==> src/rtl/enc_pkg.sv <==
// Shared types, register map and quadrature step decoder for the multi-channel encoder core.
package enc_pkg;

  typedef enum logic [1:0] {
    X4 = 2'b00,
    X2 = 2'b01,
    X1 = 2'b10
  } enc_mode_t;

  localparam logic [4:0] REG_STATUS   = 5'd0;
  localparam logic [4:0] REG_CTRL     = 5'd1;
  localparam logic [4:0] REG_CLEAR    = 5'd2;
  localparam logic [4:0] REG_CNT_BASE = 5'd8;

  // Returns {err, step}: step 2'b01 = +1, 2'b11 = -1, 2'b00 = no count. prev/curr are {A,B}.
  function automatic logic [2:0] qdec_step(input logic [1:0] prev, input logic [1:0] curr,
                                           input logic [1:0] mode);
    logic       fwd;
    logic [2:0] res;
    res = 3'b000;
    fwd = (prev == 2'b00 && curr == 2'b10) || (prev == 2'b10 && curr == 2'b11) ||
          (prev == 2'b11 && curr == 2'b01) || (prev == 2'b01 && curr == 2'b00);
    if ((prev ^ curr) == 2'b11) begin
      res = 3'b100;
    end else if (prev != curr) begin
      case (mode)
        X2: begin
          if (prev[1] != curr[1]) res = (curr[1] ^ curr[0]) ? 3'b001 : 3'b011;
        end
        X1: begin
          if (!prev[1] && curr[1]) res = curr[0] ? 3'b011 : 3'b001;
        end
        default: res = fwd ? 3'b001 : 3'b011;
      endcase
    end
    return res;
  endfunction

endpackage

==> src/rtl/enc_chan.sv <==
// One encoder channel: pin synchronisers, glitch filters, quadrature decode and position counter.
module enc_chan
  import enc_pkg::*;
#(
  parameter int unsigned CNT_W       = 16,
  parameter int unsigned SYNC_STAGES = 2,
  parameter int unsigned FILT_CYC    = 4
) (
  input  logic             clk,
  input  logic             reset_n,
  input  logic             a,
  input  logic             b,
  input  logic             sw,
  input  logic [1:0]       mode,
  input  logic             sat,
  input  logic             clr,
  output logic [CNT_W-1:0] cnt,
  output logic             sw_lvl,
  output logic             press_set,
  output logic             change_set,
  output logic             err_set
);

  localparam int unsigned      RunW    = $clog2(FILT_CYC + 1);
  localparam logic [RunW-1:0]  RunLast = RunW'(FILT_CYC - 1);
  localparam logic [CNT_W-1:0] CntMax  = {1'b0, {(CNT_W - 1){1'b1}}};
  localparam logic [CNT_W-1:0] CntMin  = {1'b1, {(CNT_W - 1){1'b0}}};

  // Pin bit order everywhere: [2]=A, [1]=B, [0]=SW.
  logic [2:0]       sync_q [SYNC_STAGES];
  logic [RunW-1:0]  run_q  [3];
  logic [2:0]       filt_q;
  logic [2:0]       synced;
  logic [1:0]       prev_q;
  logic             sw_prev_q;
  logic [CNT_W-1:0] cnt_q, cnt_d;
  logic [2:0]       dec;

  assign synced = sync_q[SYNC_STAGES-1];

  always_ff @(posedge clk or negedge reset_n) begin
    if (!reset_n) begin
      for (int s = 0; s < SYNC_STAGES; s++) sync_q[s] <= '0;
      for (int p = 0; p < 3; p++) run_q[p] <= '0;
      filt_q    <= '0;
      prev_q    <= '0;
      sw_prev_q <= 1'b0;
      cnt_q     <= '0;
    end else begin
      sync_q[0] <= {a, b, sw};
      for (int s = 1; s < SYNC_STAGES; s++) sync_q[s] <= sync_q[s-1];
      // A new level must differ for FILT_CYC consecutive cycles; any match restarts the run.
      for (int p = 0; p < 3; p++) begin
        if (synced[p] == filt_q[p]) begin
          run_q[p] <= '0;
        end else if (run_q[p] == RunLast) begin
          filt_q[p] <= synced[p];
          run_q[p]  <= '0;
        end else begin
          run_q[p] <= run_q[p] + RunW'(1);
        end
      end
      prev_q    <= filt_q[2:1];
      sw_prev_q <= filt_q[0];
      cnt_q     <= cnt_d;
    end
  end

  always_comb begin
    dec   = qdec_step(prev_q, filt_q[2:1], mode);
    cnt_d = cnt_q;
    if (dec[1:0] == 2'b01) begin
      if (!(sat && cnt_q == CntMax)) cnt_d = cnt_q + CNT_W'(1);
    end else if (dec[1:0] == 2'b11) begin
      if (!(sat && cnt_q == CntMin)) cnt_d = cnt_q - CNT_W'(1);
    end
    if (clr) cnt_d = '0;
  end

  assign cnt        = cnt_q;
  assign sw_lvl     = filt_q[0];
  assign press_set  = filt_q[0] & ~sw_prev_q;
  assign change_set = (dec[1:0] != 2'b00);
  assign err_set    = dec[2];

endmodule

==> src/rtl/chu_qenc_multi.sv <==
// Multi-channel quadrature encoder MMIO core: CTRL, sticky flags, read mux and level interrupt.
module chu_qenc_multi
  import enc_pkg::*;
#(
  parameter int unsigned N_CH        = 2,
  parameter int unsigned CNT_W       = 16,
  parameter int unsigned SYNC_STAGES = 2,
  parameter int unsigned FILT_CYC    = 4
) (
  input  logic            clk,
  input  logic            reset_n,
  input  logic            cs,
  input  logic            read,
  input  logic            write,
  input  logic [4:0]      addr,
  input  logic [31:0]     wr_data,
  output logic [31:0]     rd_data,
  input  logic [N_CH-1:0] enc_a,
  input  logic [N_CH-1:0] enc_b,
  input  logic [N_CH-1:0] enc_sw,
  output logic            irq
);

  logic [3:0]       ctrl_q;
  logic [N_CH-1:0]  press_q, change_q, err_q;
  logic [N_CH-1:0]  press_set, change_set, err_set, sw_lvl, clr;
  logic [CNT_W-1:0] cnt [N_CH];
  logic             wr_en, w1c;
  logic             unused_bus;

  assign wr_en      = cs & write;
  assign w1c        = wr_en && (addr == REG_STATUS);
  assign clr        = (wr_en && addr == REG_CLEAR) ? wr_data[N_CH-1:0] : '0;
  // Reads have no side effects, so the strobe is not needed.
  assign unused_bus = ^{read, wr_data};

  for (genvar g = 0; g < N_CH; g++) begin : g_chan
    enc_chan #(
      .CNT_W      (CNT_W),
      .SYNC_STAGES(SYNC_STAGES),
      .FILT_CYC   (FILT_CYC)
    ) u_chan (
      .clk       (clk),
      .reset_n   (reset_n),
      .a         (enc_a[g]),
      .b         (enc_b[g]),
      .sw        (enc_sw[g]),
      .mode      (ctrl_q[1:0]),
      .sat       (ctrl_q[2]),
      .clr       (clr[g]),
      .cnt       (cnt[g]),
      .sw_lvl    (sw_lvl[g]),
      .press_set (press_set[g]),
      .change_set(change_set[g]),
      .err_set   (err_set[g])
    );
  end

  // Set pulses are OR-ed after the W1C mask so a coincident set wins.
  always_ff @(posedge clk or negedge reset_n) begin
    if (!reset_n) begin
      ctrl_q   <= '0;
      press_q  <= '0;
      change_q <= '0;
      err_q    <= '0;
      irq      <= 1'b0;
    end else begin
      if (wr_en && addr == REG_CTRL) ctrl_q <= wr_data[3:0];
      press_q  <= (press_q  & ~(w1c ? wr_data[8 +: N_CH]  : '0)) | press_set;
      change_q <= (change_q & ~(w1c ? wr_data[16 +: N_CH] : '0)) | change_set;
      err_q    <= (err_q    & ~(w1c ? wr_data[24 +: N_CH] : '0)) | err_set;
      irq      <= ctrl_q[3] & |(press_q | change_q);
    end
  end

  always_comb begin
    rd_data = '0;
    if (addr == REG_STATUS) begin
      rd_data[0 +: N_CH]  = sw_lvl;
      rd_data[8 +: N_CH]  = press_q;
      rd_data[16 +: N_CH] = change_q;
      rd_data[24 +: N_CH] = err_q;
    end else if (addr == REG_CTRL) begin
      rd_data[3:0] = ctrl_q;
    end
    for (int i = 0; i < N_CH; i++) begin
      if (addr == REG_CNT_BASE + 5'(i)) rd_data = 32'($signed(cnt[i]));
    end
  end

endmodule

==> config.mk <==
export PLATFORM = sky130hd
export DESIGN_NAME = chu_qenc_multi
export DESIGN_NICKNAME = d
export VERILOG_FILES = /design/src/rtl/enc_pkg.sv /design/src/rtl/enc_chan.sv /design/src/rtl/chu_qenc_multi.sv
export SDC_FILE = /design/constraint.sdc
export NUM_CORES = 1
export LEC_CHECK = 0
export ABC_AREA = 0
export CORE_MARGIN = 2
export CORE_UTILIZATION = 40
export DETAILED_ROUTE_END_ITERATION = 7
export MAX_ROUTING_LAYER = met4
export PLACE_DENSITY_LB_ADDON = 0.1
export SYNTH_ARGS = -nofsm -noshare
export SYNTH_HDL_FRONTEND = slang
export SYNTH_HIERARCHICAL = 1
export SYNTH_SLANG_ARGS = --single-unit
==> constraint.sdc <==
create_clock -name clk -period 7.1 [get_ports clk]
set_clock_uncertainty 0.05 [all_clocks]
set_input_delay 1.42 -clock clk [delete_from_list [all_inputs] [get_ports clk]]
set_output_delay 1.42 -clock clk [all_outputs]
set_load 0.02 [all_outputs]
==> summary.txt, run 1 <==
Initial Utilization -> 40.7%
GRT Total Usage -> 19.1%
area of the multi-input gates -> 3240 um^2
Mapped Cells -> 550
Max H-tree Level -> 3
crit share post-route -> 74.2%
Layout area overhead -> 16.4%
Antenna Violating Nets Remaining -> 0
Reg area -> 2130 um^2
Clock Pin Slew Worst Setup and Hold Paths -> 0.06 ns
drt wl/cell -> 16.7 um
Synth area leader -> dfrtp_1
mapped cell area -> 5610 um^2
clk_lat worst skew -> 0.34 ns
Final Net Count -> 701
initial antenna violation count -> 0
RSZ-0062 raised after global routing -> no
clock root buffer -> clkbuf_16
port buffer count -> 57
Post-synth top flop -> dfrtp_1
setup TNS -> 0 ns
CP required -> 5.63 ns
# fillers -> 1327
kind of critical path -> in2out
first-pass GRT wire length -> 21500 um
Sink Count -> 85
DRT iter0 DRCs -> 220
TritonCTS clock tree -> done
max-cap viol count -> 0
worst path arrival time -> 3.80 ns
Worst Path Max Fanout -> 12
main area contributors after synthesis -> dfrtp_1 (38%), ha_1 (12%), mux2i_1 (4.6%)
Fin. Hold Viols -> 0
Finished Cell Area -> 6530 um^2
#FFs+latches synth -> 85
Rel. slew slack -> 47.6%
placed instance area -> 6260 um^2
gr ovfl total -> 0
FMAX -> 190 MHz
fin. max-slew vios -> 0
vias per cell -> 5.47
Core Box Area -> 13800 um^2
Post-CTS Setup Bufs -> 0
Die W -> 122 um
DRC -> 0
Pre-antenna DRT Iters -> 5
Die Y -> 122 um
routed vias -> 4280
Post-CTS Hold Buffers -> 0
Tmin final -> 5.27 ns
Post-synth EDFFs -> 0
full die area -> 15000 um^2
CTS resizes -> 0
Synth Net Count -> 652
outcome -> complete, no violations
Critical Path Start Type -> primary input
share of layout cells above drive strength 1 -> 7.30%
ys async rst share -> 100%
Final Wtd Congestion -> 0.875
diodes inserted -> 0
unique cell type count in the Yosys netlist -> 68
crit path capture type -> output pin
worst slew pin tran -> 0.785 ns
Hold WC Path Type -> reg2reg
# rows -> 43
Syn Area/Cell -> 10.2 um^2
largest net degree at the start of global routing -> 45
Final HPWL DP -> 9640 um
synth warn -> 6
vias in the first global route -> 4250
WL final -> 13100 um
CTS Buf Count -> 9
Top Ports -> 81
Synth top area share -> 37.9%
Final setup viols -> 0
Seq/Total Area, Yosys -> 37.9%
Clock Tree Buf Depth -> 2
==> stage by stage <==
| step | instances | utilization [%] | setup WS (ns) | hold WS, ns |
|---|---|---|---|---|
| floorplan | 550 | - | 2.69 | 0.281 |
| global placement | 768 | 45.5 | 1.86 | 0.284 |
| detailed placement | 768 | 45.5 | 1.84 | 0.286 |
| CTS | 783 | 47.4 | 1.84 | 0.301 |
| global route | 783 | 47.4 | 1.73 | 0.302 |
| finish | 783 | 47.4 | 1.83 | 0.297 |
==> cell families after synthesis <==
kind of cell             count (synthesis)  share of synthesized area [%]
AO/OA/AOI/OAI                          111                           13.4
XOR/XNOR                                35                           5.47
adder cells (fa/ha/maj)                 54                           12.3
buffers and inverters                   43                           4.30
flip-flops                              85                           37.9
multiplexers                            39                           8.19
AND/OR/NAND/NOR                        183                           18.4
==> metal layers <==
metal	up-vias	GRT usage [%]	part of all wire [%]
li1	2094	-	-
met1	2055	25.1	48
met2	110	29.2	45
met3	21	2.83	4.3
met4	0	8.84	2.9
met5	-	-	0
==> flip-flops by register name (all words and copies together), names as in the netlist <==
register                 flops
press_q                      2
g_chan.u_chan/sync_q         6
ctrl_q                       4
irq                          1
g_chan.u_chan/run_q         18
g_chan.u_chan/synced         6
g_chan.u_chan/filt_q         6
g_chan.u_chan/cnt           32
g_chan.u_chan/sw_prev_q      2
change_q                     2
err_q                        2
g_chan.u_chan/prev_q         4
==> critical path, cell delays in order <==
cell and delay (ns):
clkdlybuf4s50_1 0.72, nor2b_1 0.32, and3_2 0.32, a22oi_1 0.34, clkdlybuf4s50_1 0.67
==> cell usage after synthesis, types with 4 or more instances <==
| library cell | count |
|---|---|
| a21o_1 | 15 |
| a21oi_1 | 24 |
| a22o_1 | 10 |
| a31oi_1 | 8 |
| buf_4 | 12 |
| clkbuf_1 | 4 |
| dfrtp_1 | 85 |
| ha_1 | 52 |
| inv_1 | 21 |
| mux2_2 | 9 |
| mux2i_1 | 26 |
| nand2_1 | 29 |
| nand3_1 | 12 |
| nand3b_1 | 8 |
| nand4_1 | 10 |
| nor2_1 | 48 |
| nor2b_1 | 17 |
| nor3_1 | 13 |
| nor3b_1 | 8 |
| nor4_1 | 7 |
| o211ai_1 | 4 |
| o21a_1 | 5 |
| o21ai_0 | 19 |
| o31ai_1 | 6 |
| xnor2_1 | 20 |
| xor2_1 | 15 |
==> path summary, 6_finish.rpt <==
path	start	endpoint	slack, ns	depth (start not counted)
setup / recovery	addr[0]	rd_data[3]	1.83	5
hold / removal	g_chan[1].u_chan/sync_q[5]$_DFF_PN0_	g_chan[1].u_chan/synced[2]$_DFF_PN0_	0.30	0
setup reg to reg	g_chan[1].u_chan/filt_q[1]$_DFFE_PN0P_	g_chan[1].u_chan/cnt[15]$_DFFE_PN0P_	2.95	12
hold reg to reg	g_chan[1].u_chan/sync_q[5]$_DFF_PN0_	g_chan[1].u_chan/synced[2]$_DFF_PN0_	0.30	0
max in group asynchronous	reset_n	g_chan[1].u_chan/run_q[0]$_DFF_PN0_	4.98	2
min in group asynchronous	reset_n	g_chan[0].u_chan/cnt[11]$_DFFE_PN0P_	1.02	1
==> cells in the final DEF (no fill, tap or decap), drive strengths merged, types with 20 or more instances in the layout <==
| cell | n |
|---|---|
| clkdlybuf4s50 | 56 |
| mux2i | 26 |
| o21ai | 22 |
| dfrtp | 85 |
| xnor2 | 20 |
| inv | 22 |
| nor2 | 50 |
| a21oi | 24 |
| nand2 | 29 |
| ha | 52 |
==> cell type report <==
| class | count | area share (%) |
|---|---|---|
| timing repair buffer | 60 | 9.05 |
| sequential | 85 | 32.6 |
| clock buffer | 10 | 3.51 |
| clock inverter | 5 | 0.575 |
| multi-input combinational | 422 | 49.6 |
| inverter | 21 | 1.21 |
| tap | 180 | 3.45 |
Power of run 1 is left out: the tool's default activity adds up to more than one toggle a clock period on the data nets, which glitch-free logic cannot reach.
==> run 2, diff against run 1 <==
Clock period 7.1 ns to 5 ns, I/O delays scaled along.
==> run 2 against run 1 <==
Against the previous run: non-clock buffer count is 1 higher; core utilization is 0.28 points higher; register-to-register slack worse by 2.1 ns; hold slack better by 0.0042 ns; setup slack worse by 1.2 ns; critical endpoint is now rd_data[25].
==> summary.txt, run 2 (synthesized netlist as in run 1, its figures left out) <==
outcome -> complete, no violations
Worst R2R Path Depth -> 12 (unchanged)
WL final -> 13100 um (about the same)
worst path arrival time -> 3.33 ns (-0.47 ns)
Clock Tree Buf Depth -> 2 (unchanged)
first-pass GRT wire length -> 21400 um (-0.32%)
full die area -> 15000 um^2 (unchanged)
Final Wtd Congestion -> 0.899 (+2.7%)
GRT Total Usage -> 19.1% (-0.052 points)
CP required -> 3.95 ns (-1.68 ns)
Rel. slew slack -> 46.3% (-1.4 points)
Worst Path Max Fanout -> 17 (+5)
port buffer count -> 57 (unchanged)
clk_lat worst skew -> 0.34 ns (about the same)
most frequent cells in the layout -> dfrtp_1 (85), clkdlybuf4s50_1 (56), ha_1 (52)
routed vias -> 4263 (-0.40%)
Final Net Count -> 702 (+0.14%)
diodes inserted -> 0 (unchanged)
Pre-antenna DRT Iters -> 5 (unchanged)
Sink Count -> 85 (unchanged)
Fin. Hold Viols -> 0 (unchanged)
Critical R2R Launch -> g_chan[1].u_chan/filt_q[1]$_DFFE_PN0P_
DRT iter0 DRCs -> 218 (-0.91%)
R2R Setup Slk -> 0.89 ns (-2.06 ns)
Antenna Violating Nets Remaining -> 0 (unchanged)
most common cell after layout, fill and taps aside -> dfrtp_1
Layout area overhead -> 17.1%
Die W -> 122 um (unchanged)
crit share post-route -> 87.6%
Core Box Area -> 13800 um^2 (unchanged)
initial antenna violation count -> 0 (unchanged)
Post-CTS Setup Bufs -> 0 (unchanged)
CTS Buf Count -> 9 (unchanged)
Largest register FFs -> 32 (unchanged)
gr ovfl total -> 0 (unchanged)
share of layout cells above drive strength 1 -> 7.62% (+0.32 points)
Hold WC Path Type -> reg2reg
Die Y -> 122 um (unchanged)
fin. max-slew vios -> 0 (unchanged)
Final HPWL DP -> 9610 um (-0.38%)
worst r2r dst -> g_chan[1].u_chan/cnt[15]$_DFFE_PN0P_
clock root buffer -> clkbuf_16
worst slew pin tran -> 0.795 ns (+0.00992 ns)
Critical Path Start Type -> primary input
Initial Utilization -> 40.7% (unchanged)
# fillers -> 1382 (+4.1%)
CTS resizes -> 0 (unchanged)
drt wl/cell -> 16.7 um (-0.23%)
DRC -> 0 (unchanged)
Clock Pin Slew Worst Setup and Hold Paths -> 0.06 ns (about the same)
WHS Path Cells -> 0 (unchanged)
Final setup viols -> 0 (unchanged)
RSZ-0062 raised after global routing -> no
Tmin final -> 4.38 ns
hold wc startpoint -> g_chan[0].u_chan/sync_q[5]$_DFF_PN0_
Post-CTS Hold Buffers -> 0 (unchanged)
Top Ports -> 81 (unchanged)
Max H-tree Level -> 3 (unchanged)
setup TNS -> 0 ns (unchanged)
CP Launch Point -> addr[1]
vias per cell -> 5.44 (-0.52%)
# rows -> 43 (unchanged)
vias in the first global route -> 4265 (+0.35%)
TritonCTS clock tree -> done
kind of critical path -> in2out
crit path capture type -> output pin
Hold Path Sink -> g_chan[0].u_chan/synced[2]$_DFF_PN0_
FMAX -> 228 MHz
max-cap viol count -> 0 (unchanged)
largest net degree at the start of global routing -> 50 (+11%)
[run 2: cell types whose count changed in the layout (fill, tap and decap cells not counted), sizes merged]
| cell | change |
|---|---|
| buf | +1 |
| inv | +1 |
| clkbuf | -1 |
| clkinvlp | -1 |
| bufinv | +1 |
[run 2: worst max path at each step]
stage / end / slack (ns) / cells past startpoint
after CTS: rd_data[25] / 0.61 / 5
final: rd_data[25] / 0.62 / 5
after detailed placement: rd_data[25] / 0.63 / 5
after global placement: rd_data[17] / 0.66 / 5
after global routing: rd_data[3] / 0.53 / 5
after floorplan: g_chan[0].u_chan/cnt[15]$_DFFE_PN0P_ / 0.59 / 13
[run 2: worst max-delay path, stage by stage]
cell	delay, ns
clkdlybuf4s50_1	0.59
or4b_4	0.65
nor2_4	0.34
a21o_1	0.13
clkdlybuf4s50_1	0.61
[run 2: layout make-up]
cell class | count | area, um^2 | area share, %
Clock buffer | 9 | 225 | 3.43
Clock inverter | 6 | 72.6 | 1.10
Inverter | 21 | 78.8 | 1.20
Multi-Input combinational cell | 422 | 3240 | 49.3
Sequential cell | 85 | 2130 | 32.4
Tap cell | 180 | 225 | 3.43
Timing Repair Buffer | 61 | 598 | 9.11
[run 2: through the flow]
| step | hold slack (ns) | instances | worst slack (ns) | utilization (%) | area (um^2) |
|---|---|---|---|---|---|
| 2_1_floorplan | 0.281 | 550 | 0.591 | - | 5610 |
| 3_3_place_gp | 0.283 | 769 | 0.661 | 45.5 | 6270 |
| 3_5_place_dp | 0.286 | 769 | 0.629 | 45.5 | 6270 |
| 4_1_cts | 0.301 | 784 | 0.613 | 47.7 | 6570 |
| 5_1_grt | 0.316 | 784 | 0.526 | 47.7 | 6570 |
| 6_report | 0.301 | 784 | 0.621 | 47.7 | 6570 |
[run 2: routing by layer]
layer / up-vias / GRT usage (%) / routed length, um
li1: 2108 / - / -
met1: 2046 / 25.7 / 6390
met2: 91 / 29.0 / 5880
met3: 18 / 2.97 / 505
met4: 0 / 7.33 / 278
met5: - / - / 0
Power of run 2 is left out for the same reason.
